==> config.mk <==
export PLATFORM = sky130hd
export DESIGN_NAME = conv2d_seq_ctrl
export DESIGN_NICKNAME = d
export VERILOG_FILES = /design/src/rtl/conv2d_seq_ctrl.sv
export SDC_FILE = /design/constraint.sdc
export NUM_CORES = 1
export LEC_CHECK = 0
export ABC_AREA = 0
export BUFFER_PORTS_ARGS = -buffer_cell sky130_fd_sc_hd__buf_2
export CAP_MARGIN = 40
export CORE_MARGIN = 2
export CORE_UTILIZATION = 50
export DETAILED_ROUTE_END_ITERATION = 12
export MAX_ROUTING_LAYER = met4
export PLACE_DENSITY_LB_ADDON = 0.15
export SYNTH_ARGS = -nofsm -noshare
export SYNTH_HDL_FRONTEND = slang
export SYNTH_SLANG_ARGS = --single-unit
==> constraint.sdc <==
create_clock -name clk -period 11.1 [get_ports clk]
set_input_delay 1.11 -clock clk [delete_from_list [all_inputs] [get_ports clk]]
set_output_delay 1.11 -clock clk [all_outputs]
set_load 0.05 [all_outputs]
==> src/rtl/conv2d_seq_ctrl.sv <==
// conv2d_seq_ctrl
// Sequencer for the 2D convolution engine. A start fetches the WT_DIM x WT_DIM
// kernel, then the fm_dim x fm_dim feature map, over an in-order read port.
// Each returned word is broadcast to the PE row as a weight or feature-map beat.
// PE results are counted, and a one-cycle done pulse fires once every output
// pixel has been produced.
//
// Handshakes:
//   - Request: a read is accepted on a cycle where req_valid && req_ready.
//     While req_valid is high and req_ready is low, req_valid and req_addr
//     hold steady.
//   - Response: responses cannot be stalled. A resp_valid pulse is consumed
//     only while requests are outstanding (pend != 0).
module conv2d_seq_ctrl #(
    parameter int AWIDTH  = 32,
    parameter int DWIDTH  = 32,
    parameter int WT_DIM  = 3,
    parameter int MAX_OUT = 4
) (
    input  logic              clk,
    input  logic              rst,
    input  logic              start,
    input  logic [DWIDTH-1:0] fm_dim,
    input  logic [AWIDTH-1:0] wt_base,
    input  logic [AWIDTH-1:0] fm_base,
    output logic              idle,
    output logic              done,
    output logic              req_valid,
    input  logic              req_ready,
    output logic [AWIDTH-1:0] req_addr,
    input  logic              resp_valid,
    input  logic [DWIDTH-1:0] resp_data,
    output logic [DWIDTH-1:0] fm_dim_o,
    output logic [DWIDTH-1:0] pe_weight_data,
    output logic [DWIDTH-1:0] pe_fm_data,
    output logic              pe_weight_data_valid,
    output logic              pe_fm_data_valid,
    input  logic              pe_res_valid,
    output logic [2:0]        state_dbg
);

    localparam int WT_SIZE = WT_DIM * WT_DIM;
    localparam logic [DWIDTH-1:0] WT_SIZE_D = DWIDTH'(WT_SIZE);
    localparam logic [DWIDTH-1:0] MAX_OUT_D = DWIDTH'(MAX_OUT);
    localparam logic [DWIDTH-1:0] ONE_D     = DWIDTH'(1);

    typedef enum logic [2:0] {
        S_IDLE  = 3'd0,
        S_WT    = 3'd1,
        S_FM    = 3'd2,
        S_DRAIN = 3'd3,
        S_DONE  = 3'd4
    } state_t;

    state_t            state;

    // Values latched at start.
    logic [DWIDTH-1:0] fm_dim_r;
    logic [AWIDTH-1:0] wt_base_r;
    logic [AWIDTH-1:0] fm_base_r;
    logic [DWIDTH-1:0] n_total;

    // req_cnt and rsp_cnt are per phase. pend spans phases. out_cnt counts
    // PE results.
    logic [DWIDTH-1:0] req_cnt;
    logic [DWIDTH-1:0] rsp_cnt;
    logic [DWIDTH-1:0] out_cnt;
    logic [DWIDTH-1:0] pend;

    // Single beat register shared by the weight and feature-map buses.
    logic [DWIDTH-1:0] beat_data;
    logic              wt_beat_valid;
    logic              fm_beat_valid;

    logic              in_fetch;
    logic [DWIDTH-1:0] phase_limit;
    logic [AWIDTH-1:0] phase_base;
    logic              req_fire;
    logic              rsp_fire;
    logic [DWIDTH-1:0] n_at_start;

    // Request decode from registered state only.
    // req_valid can drop only after a handshake: a response can only lower
    // pend, and req_cnt advances only on a handshake. A stalled request
    // therefore stays valid, with a steady address.
    always_comb begin
        in_fetch    = (state == S_WT) || (state == S_FM);
        phase_limit = (state == S_FM) ? n_total : WT_SIZE_D;
        phase_base  = (state == S_FM) ? fm_base_r : wt_base_r;
        req_valid   = in_fetch && (req_cnt < phase_limit) && (pend < MAX_OUT_D);
        req_addr    = phase_base + (AWIDTH'(req_cnt) << 2);
        req_fire    = req_valid && req_ready;
        rsp_fire    = resp_valid && (pend != '0) && in_fetch;
        n_at_start  = DWIDTH'(32'(fm_dim[15:0]) * 32'(fm_dim[15:0]));
    end

    assign fm_dim_o             = fm_dim_r;
    assign pe_weight_data       = beat_data;
    assign pe_fm_data           = beat_data;
    assign pe_weight_data_valid = wt_beat_valid;
    assign pe_fm_data_valid     = fm_beat_valid;
    assign state_dbg            = state;

    // Phase sequencing, counters, beat register and status flags.
    always_ff @(posedge clk) begin
        if (rst) begin
            state         <= S_IDLE;
            idle          <= 1'b1;
            done          <= 1'b0;
            fm_dim_r      <= '0;
            wt_base_r     <= '0;
            fm_base_r     <= '0;
            n_total       <= '0;
            req_cnt       <= '0;
            rsp_cnt       <= '0;
            out_cnt       <= '0;
            pend          <= '0;
            beat_data     <= '0;
            wt_beat_valid <= 1'b0;
            fm_beat_valid <= 1'b0;
        end else begin
            wt_beat_valid <= 1'b0;
            fm_beat_valid <= 1'b0;
            done          <= 1'b0;

            // Each accepted response becomes one beat, tagged by the phase.
            if (rsp_fire) begin
                beat_data     <= resp_data;
                wt_beat_valid <= (state == S_WT);
                fm_beat_valid <= (state == S_FM);
            end

            // A handshake and a response on the same cycle cancel out.
            if (req_fire && !rsp_fire) begin
                pend <= pend + ONE_D;
            end else if (!req_fire && rsp_fire) begin
                pend <= pend - ONE_D;
            end

            if (req_fire) begin
                req_cnt <= req_cnt + ONE_D;
            end
            if (rsp_fire) begin
                rsp_cnt <= rsp_cnt + ONE_D;
            end

            // Results only count once the feature map is streaming.
            if (pe_res_valid && ((state == S_FM) || (state == S_DRAIN))) begin
                out_cnt <= out_cnt + ONE_D;
            end

            case (state)
                S_IDLE: begin
                    if (start) begin
                        fm_dim_r  <= fm_dim;
                        wt_base_r <= wt_base;
                        fm_base_r <= fm_base;
                        n_total   <= n_at_start;
                        req_cnt   <= '0;
                        rsp_cnt   <= '0;
                        out_cnt   <= '0;
                        pend      <= '0;
                        idle      <= 1'b0;
                        if (fm_dim == '0) begin
                            state <= S_DONE;
                            done  <= 1'b1;
                        end else begin
                            state <= S_WT;
                        end
                    end
                end
                S_WT: begin
                    // Fence: the FM phase opens only after the last weight
                    // response, so the two beat streams never interleave.
                    if (rsp_fire && (rsp_cnt + ONE_D == WT_SIZE_D)) begin
                        state   <= S_FM;
                        req_cnt <= '0;
                        rsp_cnt <= '0;
                    end
                end
                S_FM: begin
                    if (rsp_fire && (rsp_cnt + ONE_D == n_total)) begin
                        state <= S_DRAIN;
                    end
                end
                S_DRAIN: begin
                    if ((out_cnt == n_total) ||
                        (pe_res_valid && (out_cnt + ONE_D == n_total))) begin
                        state <= S_DONE;
                        done  <= 1'b1;
                    end
                end
                S_DONE: begin
                    state <= S_IDLE;
                    idle  <= 1'b1;
                end
                default: begin
                    state <= S_IDLE;
                    idle  <= 1'b1;
                end
            endcase
        end
    end

endmodule

==> impl_metrics.ini <==
[grt]
grt_pass1_wl_um = 112000
grt_start_max_net_pins = 91
grt_pass1_vias = 20800
antenna_found_initial = 0
grt_overflow_total = 0
grt_use_total_pct = 28.7

[layout]
syn_to_final_growth_pct = 11.0
nNetsFinal = 3650
final_common_cell = nand2_1
n_antenna_cell = 0
most-common-layout-cells = nand2_1, dfxtp_1, inv_1
layout-drive-gt1-share_pct = 11.6

[floorplanning]
die_w_um = 223
io_pins = 270
core_mm2 = 0.0475
dieArea_mm2 = 0.0498
start_util_pct = 50.5
die_y_um = 223
rows = 80

[yosys]
muxShareOfSynthArea_pct = 0.464
synthAdderAreaFrac_pct = 22.2
synthCells = 3064
syn_nets = 3527
synth.distinct_cells = 76
synth_area_mm2 = 0.0240
synthArstFlopShare_pct = 0
synth_edf_count = 0
yosys_register_bits = 293
yosys.area_share.simple_pct = 23.5
synth_top_family_by_area = simple AND/OR/NAND/NOR gates
synth-seq-area-share_pct = 24.4
synth_compound_area_share_pct = 12.8
synth_top_flop_cell = dfxtp_1
synth-warning-count = 0
synth_xor_area_share_pct = 8.50
synth_area_per_cell_um2 = 7.83

[drt]
drc = 0
drt_iter0_drc = 1352
wirelength_um = 70000
wl_per_cell_um = 18.3
num_vias = 21500
viasPerCell = 5.62
ant_nets = 0
firstDrtPassIters = 5

[power_and_ir_drop]
power_density_mw_per_mm2 = 291
ir_drop_v = 0.000236
power.leakage_nw = 12.1

[worst_setup_path]
critPathLaunch = state_dbg[1]$_SDFFE_PP0P_
ff2ff_setup_slack_ns = 5.64
cp_max_fo = 61
worstPathRequired_ns = 9.99
crit_type = flop to output port
endpoint = req_addr[28]
regToRegEndpoint = req_cnt[21]$_SDFF_PP0_
startpoint_type = flop
rr_worst_depth = 15
endpoint_kind = output port
critPathArrivalTime_ns = 6.17
regToRegStartpoint = state_dbg[1]$_SDFFE_PP0P_

[sta]
fin_skew_ns = 0.0144
setup_viol = 0
rsz0062_at_grt = no
setup_tns_ns = 0
holdWs_ns = 0.449
fin_crit_sh_pct = 65.6
period_minus_slack_ns = 7.28
hold_viol_final = 0
maxSlewViolCount = 0
max_slew_margin_pct = 43.9
fmax_mhz = 137
worst_pin_slew_ns = 0.838

[clock_network]
clk_pin_slew_ns = 0.06
numCtsBuffers = 36
cts_root_buf = clkbuf_16
postCtsResizedCells = 0
ctsHoldBuffers = 0
clock_path_buffers = 3
clk_latency_ns = 0.55
htreeDepth = 2
cts.sinks = 293
cts_tree = yes
cts_setup_buffers = 0

[outcome]
status = completed

[worst_hold_path]
hold_path_depth = 2
min_from = fm_dim_o[4]$_SDFFE_PP0P_
hp-class = flop to flop

[placed_design]
gp_congestion = 0.948
port-buffer-count = 269
dp_hpwl_um = 53700

[job]
maxCapViolations = 0
## flip-flops by register name (all words and copies together) (netlist names), 3 cells and up
signal	count
pe_fm_data	32
fm_dim_o	32
state_dbg	3
rsp_cnt	32
pend	32
out_cnt	32
wt_base_r	32
req_cnt	32
n_total	30
fm_base_r	32
## Yosys cell counts (all sizes together), types with 11 or more instances
library cell / number / area share (%)
or4: 22 / 0.72
o21ai: 76 / 1.6
nor2: 211 / 3.3
buf: 53 / 1.4
nor2b: 26 / 0.68
ha: 166 / 8.7
or3: 40 / 1.1
o31ai: 11 / 0.34
or2: 13 / 0.34
nand2: 577 / 9.0
xnor2: 144 / 5.3
dfxtp: 293 / 24
a31oi: 17 / 0.44
and4: 14 / 0.51
nor4: 39 / 1.0
clkbuf: 148 / 2.3
inv: 279 / 4.4
a21oi: 234 / 4.9
a21o: 31 / 0.97
nand4: 61 / 1.6
and2: 53 / 1.4
a22o: 12 / 0.44
nor3: 60 / 1.3
and3: 16 / 0.42
xor2: 89 / 3.2
nand3: 63 / 1.4
a211oi: 17 / 0.53
fa: 163 / 14
## power breakdown
| group | internal, mW | switching (mW) | leakage (nW) |
|---|---|---|---|
| sequential | 1.24 | 0.206 | 2.38 |
| clock | 0.738 | 0.478 | 0.600 |
| combinational | 1.91 | 3.19 | 9.08 |
| total | 3.89 | 3.87 | 12.1 |
## through the flow
step	worst slack [ns]	std cells	area [um^2]	power, mW	util [%]
CTS	3.99	3827	26700	7.80	56.1
finish	3.82	3827	26700	7.75	56.1
global placement	3.80	3760	25300	6.46	53.3
global route	3.49	3827	26700	8.43	56.1
floorplan	4.07	3064	24000	5.45	-
detailed placement	3.72	3764	25400	6.54	53.5
## final cells by class
class / count / area [um^2]
Clock buffer: 52 / 1060
Clock inverter: 11 / 151
Fill cell: 4547 / 20900
Inverter: 280 / 1050
Multi-Input combinational cell: 2290 / 16200
Sequential cell: 293 / 5870
Tap cell: 615 / 769
Timing Repair Buffer: 286 / 1540
## critical path, cell delays in order (launching register included)
cell and delay, ns:
dfxtp_1 0.50, nor2b_1 0.64, and2_2 0.26, buf_4 0.57, nand2_1 0.11, nand2_1 0.11
ha_1 0.18, fa_1 0.21, a21oi_1 0.11, o21ai_0 0.51, a21oi_1 0.18, a2111oi_0 0.65
o311ai_0 0.30, a21oi_1 0.36, a21o_1 0.17, a21oi_1 0.08, xnor2_1 0.27, buf_2 0.33
## metal layers
metal	share of wire, %	up-vias	global-route usage [%]
li1	-	10400	-
met1	45	10400	37.8
met2	48	546	46.7
met3	4.6	113	2.99
met4	2.9	0	8.68
met5	0	-	-
## worst min path at each step
stage	to	slack (ns)
global placement	fm_dim_o[13]$_SDFFE_PP0P_	0.44
finish	fm_dim_o[4]$_SDFFE_PP0P_	0.45
floorplan	fm_base_r[31]$_SDFFE_PP0P_	0.44
global route	fm_dim_o[11]$_SDFFE_PP0P_	0.47
CTS	fm_dim_o[14]$_SDFFE_PP0P_	0.45
detailed placement	fm_dim_o[14]$_SDFFE_PP0P_	0.44
## logic make-up (layout without fill, tap and decap cells)
family | Yosys count | count (layout)
AOI/OAI and AO/OA | 497 | 497
xor gates and xnor gates | 233 | 233
adders and majority gates | 329 | 329
buffers and inverters | 481 | 629
DFF | 293 | 293
muxes | 11 | 11
other | 1 | 1
and+or+nand+nor | 1219 | 1219
(Power assumes the default switching activity.)
